File: src/rtl/control_pkg.sv
// Shared encodings for the multicycle MIPS-subset control unit: FSM states,
// instruction fields, ALU codes, datapath mux selects and exception causes.
package control_pkg;

  typedef enum logic [4:0] {
    ST_RESET      = 5'd0,
    ST_FETCH      = 5'd1,
    ST_FETCH_WAIT = 5'd2,
    ST_DECODE     = 5'd3,
    ST_EXEC_R     = 5'd4,
    ST_EXEC_I     = 5'd5,
    ST_WB_R       = 5'd6,
    ST_WB_I       = 5'd7,
    ST_MEM_ADDR   = 5'd8,
    ST_MEM_READ   = 5'd9,
    ST_MEM_WAIT   = 5'd10,
    ST_MEM_WB     = 5'd11,
    ST_MEM_WRITE  = 5'd12,
    ST_BRANCH     = 5'd13,
    ST_JUMP       = 5'd14,
    ST_EXC_EPC    = 5'd15,
    ST_EXC_READ   = 5'd16,
    ST_EXC_WAIT   = 5'd17,
    ST_EXC_JUMP   = 5'd18
  } state_e;

  localparam logic [5:0] OP_RTYPE = 6'h00;
  localparam logic [5:0] OP_ADDI  = 6'h08;
  localparam logic [5:0] OP_LW    = 6'h23;
  localparam logic [5:0] OP_SW    = 6'h2B;
  localparam logic [5:0] OP_BEQ   = 6'h04;
  localparam logic [5:0] OP_J     = 6'h02;

  localparam logic [5:0] FN_ADD = 6'h20;
  localparam logic [5:0] FN_SUB = 6'h22;
  localparam logic [5:0] FN_AND = 6'h24;

  localparam logic [2:0] ALU_PASS_A = 3'b000;
  localparam logic [2:0] ALU_ADD    = 3'b001;
  localparam logic [2:0] ALU_SUB    = 3'b010;
  localparam logic [2:0] ALU_AND    = 3'b011;

  localparam logic [1:0] SRCA_PC  = 2'd0;
  localparam logic [1:0] SRCA_A   = 2'd1;
  localparam logic [1:0] SRCA_MDR = 2'd2;

  localparam logic [1:0] SRCB_B       = 2'd0;
  localparam logic [1:0] SRCB_FOUR    = 2'd1;
  localparam logic [1:0] SRCB_IMM     = 2'd2;
  localparam logic [1:0] SRCB_IMM_SH2 = 2'd3;

  localparam logic [1:0] RD_RT = 2'd0;
  localparam logic [1:0] RD_RD = 2'd1;
  localparam logic [1:0] RD_SP = 2'd2;
  localparam logic [1:0] RD_RA = 2'd3;

  localparam logic [1:0] DS_ALUOUT  = 2'd0;
  localparam logic [1:0] DS_MDR     = 2'd1;
  localparam logic [1:0] DS_SP_INIT = 2'd2;

  localparam logic [1:0] AD_PC     = 2'd0;
  localparam logic [1:0] AD_ALUOUT = 2'd1;
  localparam logic [1:0] AD_VECTOR = 2'd2;

  localparam logic [1:0] PCS_ALU     = 2'd0;
  localparam logic [1:0] PCS_ALUOUT  = 2'd1;
  localparam logic [1:0] PCS_JUMP    = 2'd2;
  localparam logic [1:0] PCS_MDR_LO8 = 2'd3;

  localparam logic [1:0] CAUSE_OPCODE = 2'd0;
  localparam logic [1:0] CAUSE_OVF    = 2'd1;

  function automatic logic funct_valid(input logic [5:0] f);
    return (f == FN_ADD) || (f == FN_SUB) || (f == FN_AND);
  endfunction

  function automatic logic [2:0] funct_alu(input logic [5:0] f);
    case (f)
      FN_ADD:  return ALU_ADD;
      FN_SUB:  return ALU_SUB;
      FN_AND:  return ALU_AND;
      default: return ALU_PASS_A;
    endcase
  endfunction

endpackage

File: src/rtl/control_unit.sv
// Multicycle control FSM: sequences fetch/decode/execute/memory/write-back
// and the overflow / invalid-opcode exception path for the datapath.
module control_unit
  import control_pkg::*;
#(
  parameter int unsigned SP_INIT    = 227,
  parameter int unsigned VEC_OPCODE = 253,
  parameter int unsigned VEC_OVF    = 254
) (
  input  logic       clock,
  input  logic       reset,
  input  logic [5:0] opcode,
  input  logic [5:0] funct,
  input  logic       overflow,
  input  logic       zero,
  output logic       PCWrite,
  output logic       MemWrite,
  output logic       IRWrite,
  output logic       RegWrite,
  output logic       ABWrite,
  output logic       ALUOutWrite,
  output logic       EPCWrite,
  output logic       MDRWrite,
  output logic [1:0] ALUSrcA,
  output logic [1:0] ALUSrcB,
  output logic [2:0] ALUControl,
  output logic [1:0] RegDst,
  output logic [1:0] DataSrc,
  output logic [1:0] IorD,
  output logic [1:0] PCSource,
  output logic [1:0] ExcpCtrl
);

  // Handler targets arrive through the zero-extended MDR[7:0] jump, so the
  // vectors and initial SP must live in the 8-bit byte address space.
  if (SP_INIT > 255 || VEC_OPCODE > 255 || VEC_OVF > 255 || VEC_OPCODE == VEC_OVF) begin : g_param_check
    $error("control_unit: SP_INIT/VEC_* must be < 256 and vectors distinct");
  end

  state_e     state_q, state_d;
  state_e     dec_state;
  logic [1:0] cause_q, cause_d;

  always_ff @(posedge clock) begin
    if (reset) begin
      state_q <= ST_RESET;
      cause_q <= CAUSE_OPCODE;
    end else begin
      state_q <= state_d;
      cause_q <= cause_d;
    end
  end

  always_comb begin
    state_d = state_q;
    cause_d = cause_q;
    case (state_q)
      ST_RESET:      state_d = ST_FETCH;
      ST_FETCH:      state_d = ST_FETCH_WAIT;
      ST_FETCH_WAIT: state_d = ST_DECODE;
      ST_DECODE: begin
        case (opcode)
          OP_RTYPE: begin
            if (funct_valid(funct)) begin
              state_d = ST_EXEC_R;
            end else begin
              state_d = ST_EXC_EPC;
              cause_d = CAUSE_OPCODE;
            end
          end
          OP_ADDI:      state_d = ST_EXEC_I;
          OP_LW, OP_SW: state_d = ST_MEM_ADDR;
          OP_BEQ:       state_d = ST_BRANCH;
          OP_J:         state_d = ST_JUMP;
          default: begin
            state_d = ST_EXC_EPC;
            cause_d = CAUSE_OPCODE;
          end
        endcase
      end
      ST_EXEC_R: begin
        if (overflow && funct != FN_AND) begin
          state_d = ST_EXC_EPC;
          cause_d = CAUSE_OVF;
        end else begin
          state_d = ST_WB_R;
        end
      end
      ST_EXEC_I: begin
        if (overflow) begin
          state_d = ST_EXC_EPC;
          cause_d = CAUSE_OVF;
        end else begin
          state_d = ST_WB_I;
        end
      end
      ST_MEM_ADDR:   state_d = (opcode == OP_LW) ? ST_MEM_READ : ST_MEM_WRITE;
      ST_MEM_READ:   state_d = ST_MEM_WAIT;
      ST_MEM_WAIT:   state_d = ST_MEM_WB;
      ST_EXC_EPC:    state_d = ST_EXC_READ;
      ST_EXC_READ:   state_d = ST_EXC_WAIT;
      ST_EXC_WAIT:   state_d = ST_EXC_JUMP;
      ST_WB_R, ST_WB_I, ST_MEM_WB, ST_MEM_WRITE,
      ST_BRANCH, ST_JUMP, ST_EXC_JUMP:
                     state_d = ST_FETCH;
      default:       state_d = ST_RESET;
    endcase
  end

  // While reset is high, decode as RESET so no stale enable from the
  // interrupted state reaches the datapath.
  assign dec_state = reset ? ST_RESET : state_q;

  always_comb begin
    PCWrite     = 1'b0;
    MemWrite    = 1'b0;
    IRWrite     = 1'b0;
    RegWrite    = 1'b0;
    ABWrite     = 1'b0;
    ALUOutWrite = 1'b0;
    EPCWrite    = 1'b0;
    MDRWrite    = 1'b0;
    ALUSrcA     = SRCA_PC;
    ALUSrcB     = SRCB_B;
    ALUControl  = ALU_PASS_A;
    RegDst      = RD_RT;
    DataSrc     = DS_ALUOUT;
    IorD        = AD_PC;
    PCSource    = PCS_ALU;
    ExcpCtrl    = CAUSE_OPCODE;
    case (dec_state)
      ST_RESET: begin
        RegWrite = 1'b1;
        RegDst   = RD_SP;
        DataSrc  = DS_SP_INIT;
      end
      ST_FETCH: begin
        IorD       = AD_PC;
        ALUSrcA    = SRCA_PC;
        ALUSrcB    = SRCB_FOUR;
        ALUControl = ALU_ADD;
        PCSource   = PCS_ALU;
        PCWrite    = 1'b1;
      end
      ST_FETCH_WAIT: IRWrite = 1'b1;
      ST_DECODE: begin
        ABWrite     = 1'b1;
        ALUSrcA     = SRCA_PC;
        ALUSrcB     = SRCB_IMM_SH2;
        ALUControl  = ALU_ADD;
        ALUOutWrite = 1'b1;
      end
      ST_EXEC_R: begin
        ALUSrcA     = SRCA_A;
        ALUSrcB     = SRCB_B;
        ALUControl  = funct_alu(funct);
        ALUOutWrite = 1'b1;
      end
      ST_EXEC_I, ST_MEM_ADDR: begin
        ALUSrcA     = SRCA_A;
        ALUSrcB     = SRCB_IMM;
        ALUControl  = ALU_ADD;
        ALUOutWrite = 1'b1;
      end
      ST_WB_R: begin
        RegDst   = RD_RD;
        DataSrc  = DS_ALUOUT;
        RegWrite = 1'b1;
      end
      ST_WB_I: begin
        RegDst   = RD_RT;
        DataSrc  = DS_ALUOUT;
        RegWrite = 1'b1;
      end
      ST_MEM_READ: IorD = AD_ALUOUT;
      ST_MEM_WAIT: MDRWrite = 1'b1;
      ST_MEM_WB: begin
        RegDst   = RD_RT;
        DataSrc  = DS_MDR;
        RegWrite = 1'b1;
      end
      ST_MEM_WRITE: begin
        IorD     = AD_ALUOUT;
        MemWrite = 1'b1;
      end
      ST_BRANCH: begin
        ALUSrcA    = SRCA_A;
        ALUSrcB    = SRCB_B;
        ALUControl = ALU_SUB;
        PCSource   = PCS_ALUOUT;
        PCWrite    = zero;
      end
      ST_JUMP: begin
        PCSource = PCS_JUMP;
        PCWrite  = 1'b1;
      end
      ST_EXC_EPC: begin
        ALUSrcA    = SRCA_PC;
        ALUSrcB    = SRCB_FOUR;
        ALUControl = ALU_SUB;
        EPCWrite   = 1'b1;
      end
      ST_EXC_READ: begin
        IorD     = AD_VECTOR;
        ExcpCtrl = cause_q;
      end
      ST_EXC_WAIT: begin
        MDRWrite = 1'b1;
        ExcpCtrl = cause_q;
      end
      ST_EXC_JUMP: begin
        PCSource = PCS_MDR_LO8;
        PCWrite  = 1'b1;
        ExcpCtrl = cause_q;
      end
      default: ;
    endcase
  end

endmodule

File: config.mk
export PLATFORM = sky130hd
export DESIGN_NAME = control_unit
export DESIGN_NICKNAME = d
export VERILOG_FILES = /design/src/rtl/control_pkg.sv /design/src/rtl/control_unit.sv
export SDC_FILE = /design/constraint.sdc
export NUM_CORES = 1
export LEC_CHECK = 0
export BUFFER_PORTS_ARGS = -buffer_cell sky130_fd_sc_hd__buf_2
export CORE_MARGIN = 2
export CORE_UTILIZATION = 50
export DETAILED_ROUTE_END_ITERATION = 6
export GPL_TIMING_DRIVEN = 0
export PLACE_DENSITY = 0.87
export SYNTH_ARGS = -nofsm -noshare
export SYNTH_HDL_FRONTEND = slang
export SYNTH_SLANG_ARGS = --single-unit
File: constraint.sdc
create_clock -name clock -period 4.2 [get_ports clock]
set_input_delay 0.21 -clock clock [delete_from_list [all_inputs] [get_ports clock]]
set_output_delay 0.21 -clock clock [all_outputs]
set_load 0.05 [all_outputs]
Word-level counts from Yosys, hierarchy flattened

Index checks and enable logic that the tools add are counted.

Eq/ne operators: 49
Mux-type cells: 29
Reduce and logical (&&, ||, !) cells: 22

Operators with widths:

| operator             | count |
|---|---|
| $eq A5 B4 Y1 const B | 16 |
| $pmux W5 S12         | 1 |
| $eq A5 B3 Y1 const B | 8 |
| $eq A5 B5 Y1 const B | 6 |
| $eq A6 B6 Y1 const B | 5 |
| $pmux W2 S3          | 5 |
| $pmux W5 S5          | 1 |
| $eq A5 B2 Y1 const B | 4 |
| $pmux W2 S2          | 4 |
| $reduce_or A4 Y1     | 4 |
| $mux W4              | 3 |
| $reduce_or A2 Y1     | 6 |
| $eq A5 B1 Y1 const B | 2 |
| $logic_not A5 Y1     | 2 |
| $mux W1              | 8 |
| $mux W2              | 4 |
| $reduce_or A8 Y1     | 1 |
| $eq A6 B2 Y1 const B | 1 |
| $eq A6 B3 Y1 const B | 1 |
| $eq A6 B4 Y1 const B | 1 |
| $logic_not A6 Y1     | 1 |
| $ne A2 B2 Y1 const B | 3 |
| $ne A6 B6 Y1 const B | 1 |
| $reduce_or A3 Y1     | 2 |
| 9 further kinds      | 10 |

Bits in registers: 7
Bits of input ports: 16
Output and inout bits: 25
Word-level logic and storage cells: 102

Depth between registers and ports, before layout

Depth in word-level cells: 6
Depth in mapped cells: 6

Least setup slack after synthesis

No wires, ideal clock.

Kind: register -> output
Start: reg state_q[2]
End: out PCWrite
Arrival time: 2.706 ns
Required time: 3.990 ns
Setup slack: 1.284 ns
Stages on the path, launching flop included: 6
Cells stage by stage: dfxtp_1 -> clkbuf_1 -> nor2_1 -> nand2_1 -> a211oi_1 -> or2_1

Cells in the longest elaborated chain, start to end: 4
Elaborated cells on any way between the ends: 7
Classes of those cells: eq/ne: 4; mux: 2; reduce/logical: 1

Ends and longest elaborated chain:

| item                                 | RTL line            | RTL |
|---|---|---|
| start: declaration                   | control_unit.sv:40  | `state_e state_q, state_d;` |
| start signal: assignment             | control_unit.sv:49  | `state_q <= state_d;` |
| $mux W5 *                            | control_unit.sv:112 | `assign dec_state = reset ? ST_RESET : state_q;` |
| $eq A5 B5 Y1 (tied with other cells) | control_unit.sv:131 | `case (dec_state)` |
| $reduce_or A3 Y1 (no line)           | --                  |  |
| $pmux W1 S2 *                        | control_unit.sv:131 |  |
| end: declaration                     | control_unit.sv:16  | `output logic PCWrite,` |

Every way passes the cells marked *; elsewhere a longest branch is shown, timed or not.

Worst setup path in the final report

Same ends and word-level chain as after synthesis.

==> impl_metrics.json <==
{
  "status": "finished clean",
  "holdWs_ns": 0.3651,
  "worstSkewPairLatency_ns": 0.25,
  "grt_pass1_wl_microns": 5326,
  "yosysMostFrequentCell": "nor2_1",
  "p_leak_uw": 0.0005299,
  "r2r_cells": 6,
  "hpwl_microns": 2382,
  "period_share": 0.5487,
  "r2r-start": "state_q[3]",
  "max_stage_delay_ns": 0.40,
  "drv_slew": 0,
  "area_growth_pct": 24.25,
  "clkTransAtPathRegs_ns": 0.05,
  "fin_nets": 210,
  "clk_path_buf_depth": 2,
  "r2r-end": "state_q[3]",
  "routabilityCongestion": 0.9558,
  "path_class": "register to output port",
  "num_io_pins": 41,
  "min_to": "cause_q[0]",
  "cts_tree": "done",
  "fin_area_sq_mm": 0.001250,
  "rrSetupSlack_ns": 2.40,
  "grt_overflow": 0,
  "synth_common_cells": "nor2_1 (15), a21oi_1 (13), nand2_1 (13), nor3_1 (10), clkbuf_1 (7)",
  "portBuffers": 36,
  "crit_chain": "clkbuf_1 > nor2_1 > nand2_1 > a211oi_1 > or2_1 > buf_2",
  "grtUsageTotal": 0.2828,
  "required_ns": 3.99,
  "yosysTopAreaCell": "dfxtp_1",
  "cap_viol_max_count": 0,
  "die_y_microns": 48.86,
  "antenna_cells": 0,
  "rows": 16,
  "fin_setup_tns_ns": 0,
  "root_buffer": "clkbuf_4",
  "synth_edf_count": 0,
  "rsz0062_at_grt": "false",
  "drive_above_1_share": 0.2865,
  "first_global_vias": 1217,
  "drt_iter0_drc": 86,
  "asyncSetResetFlopFracSynth": 0,
  "ir_worst_vdd_v": 0.0003310,
  "fin_crit_ns": 2.304,
  "dp_slack_ns": 2.174,
  "synth_ff_type": "dfxtp_1",
  "synth_seq_cells": 6,
  "hold_violations": 0,
  "setup_ws_ns": 1.896,
  "cts_setup_buffers": 0,
  "die-area_sq_mm": 0.002387,
  "hold_class": "input pin to register",
  "seq_area_sq_um": 120.1,
  "htreeDepth": 1,
  "synth_area_leaders": "dfxtp_1 (12%), a21oi_1 (6.5%), nor2_1 (5.6%)",
  "ctsResizeCount": 0,
  "floorplan.initialDensity": 0.5234,
  "routed-via-count": 1317,
  "cts_hold_buf": 0,
  "wl_per_cell_microns": 14.56,
  "final_core_util": 0.6504,
  "die_x_microns": 48.86,
  "setup_violations": 0,
  "finalClockSkew_ns": 0.007982,
  "cp-end-kind": "output port",
  "final_antenna_net_count": 0,
  "powerDensity_mw_per_mm2": 585.9,
  "cts_num_sinks": 6,
  "holdPathStages": 4,
  "synth_warnings": 0,
  "synthDistinctLibCells": 48,
  "cp_data_arrival_time_ns": 2.09,
  "core-area_sq_mm": 0.001922,
  "synthCells": 151,
  "drt_pass1_iterations": 4,
  "avgSynthCellArea_sq_um": 6.662,
  "cp_max_fo": 10,
  "placed_cell_area_sq_mm": 0.001227,
  "synth_top_area_share": 0.1194,
  "numCtsBuffers": 3,
  "crit_path_start_kind": "register",
  "critPathLaunch": "state_q[2]",
  "ys_seq_area_frac": 0.1194,
  "holdCritStartpoint": "opcode[4]",
  "fillers": 171,
  "grt_max_degree": 11,
  "antenna_found_initial": 0,
  "vias_per_cell": 6.014,
  "multi_input_area_sq_um": 799.5,
  "fmax_ghz": 0.4340,
  "drc": 0,
  "wirelength_microns": 3188,
  "synth.cell_area_sq_mm": 0.001006,
  "critical-path-slowest-cell": "nor2_1"
}
[metrics by stage]
step,power [uW],cells
3_5_place_dp,665.3,216
4_1_cts,722.9,219
2_1_floorplan,543.6,153
5_1_grt,785.2,219
6_report,732.4,219
3_3_place_gp,650.8,216
[area by class of cell]
cell class	instances	area share
repair buffers	36	0.1441
multi-input cells	126	0.6396
inverters	6	0.01802
well taps	27	0.02703
flip-flops and latches	6	0.09610
plain buffers	15	0.05706
clock buffers	3	0.01802
[worst max-delay path: cells and delay by family (launching register included)]
| family | cells | cell delay, ns |
|---|---|---|
| and+or+nand+nor | 3 | 0.75 |
| AOI/OAI and AO/OA | 1 | 0.28 |
| buffers and inverters | 2 | 0.49 |
| DFF | 1 | 0.34 |
[cells by family after synthesis]
group,share of synthesized area
flops,0.1194
simple gates,0.4216
compound gates,0.2861
other cells,0.003728
xor+xnor,0.03482
mux,0.03109
fa+ha+maj,0.009951
buf+inv,0.09328
[where the power goes]
part | internal (uW) | switching (uW)
registers | 72.9 | 18.5
clock network | 32.3 | 21.2
logic | 179 | 409
total | 284 | 448
[per-layer routing]
| metal | vias to the layer above | GRT usage | routed length (microns) | share of wire |
|---|---|---|---|---|
| li1 | 633 | - | - | - |
| met2 | 74 | 0.4977 | 1595 | 0.50 |
| met5 | - | 0 | 0 | 0 |
| met4 | 0 | 0.1524 | 119 | 0.037 |
| met3 | 15 | 0.04601 | 233 | 0.073 |
| met1 | 595 | 0.3251 | 1239 | 0.39 |
[placed cells by master, fill, tap and decap left out, types with 3 or more instances in the layout]
cell / count
o21ai_0: 5
nor3_1: 10
inv_1: 6
clkbuf_1: 7
buf_4: 3
dfxtp_1: 6
o31ai_1: 3
nand2b_1: 3
nor4_1: 6
conb_1: 3
a21oi_1: 13
nand2_1: 13
a21o_1: 3
nor2_1: 15
clkbuf_4: 3
xnor2_1: 4
or2_2: 3
buf_2: 39
nor2b_1: 4
[sequential cells by signal, summed over array words and instances (netlist names)]
| register | cells |
|---|---|
| cause_q | 1 |
| state_q | 5 |
[worst max-delay path by stage]
stage / end / slack (ns) / depth (start not counted)
6_report: PCWrite / 1.90 / 6
2_1_floorplan: PCWrite / 1.28 / 5
3_3_place_gp: ALUControl[1] / 2.23 / 5
5_1_grt: PCWrite / 1.57 / 6
4_1_cts: PCWrite / 1.91 / 6
3_5_place_dp: PCWrite / 2.17 / 6
Power figures use the tool's default switching activity.
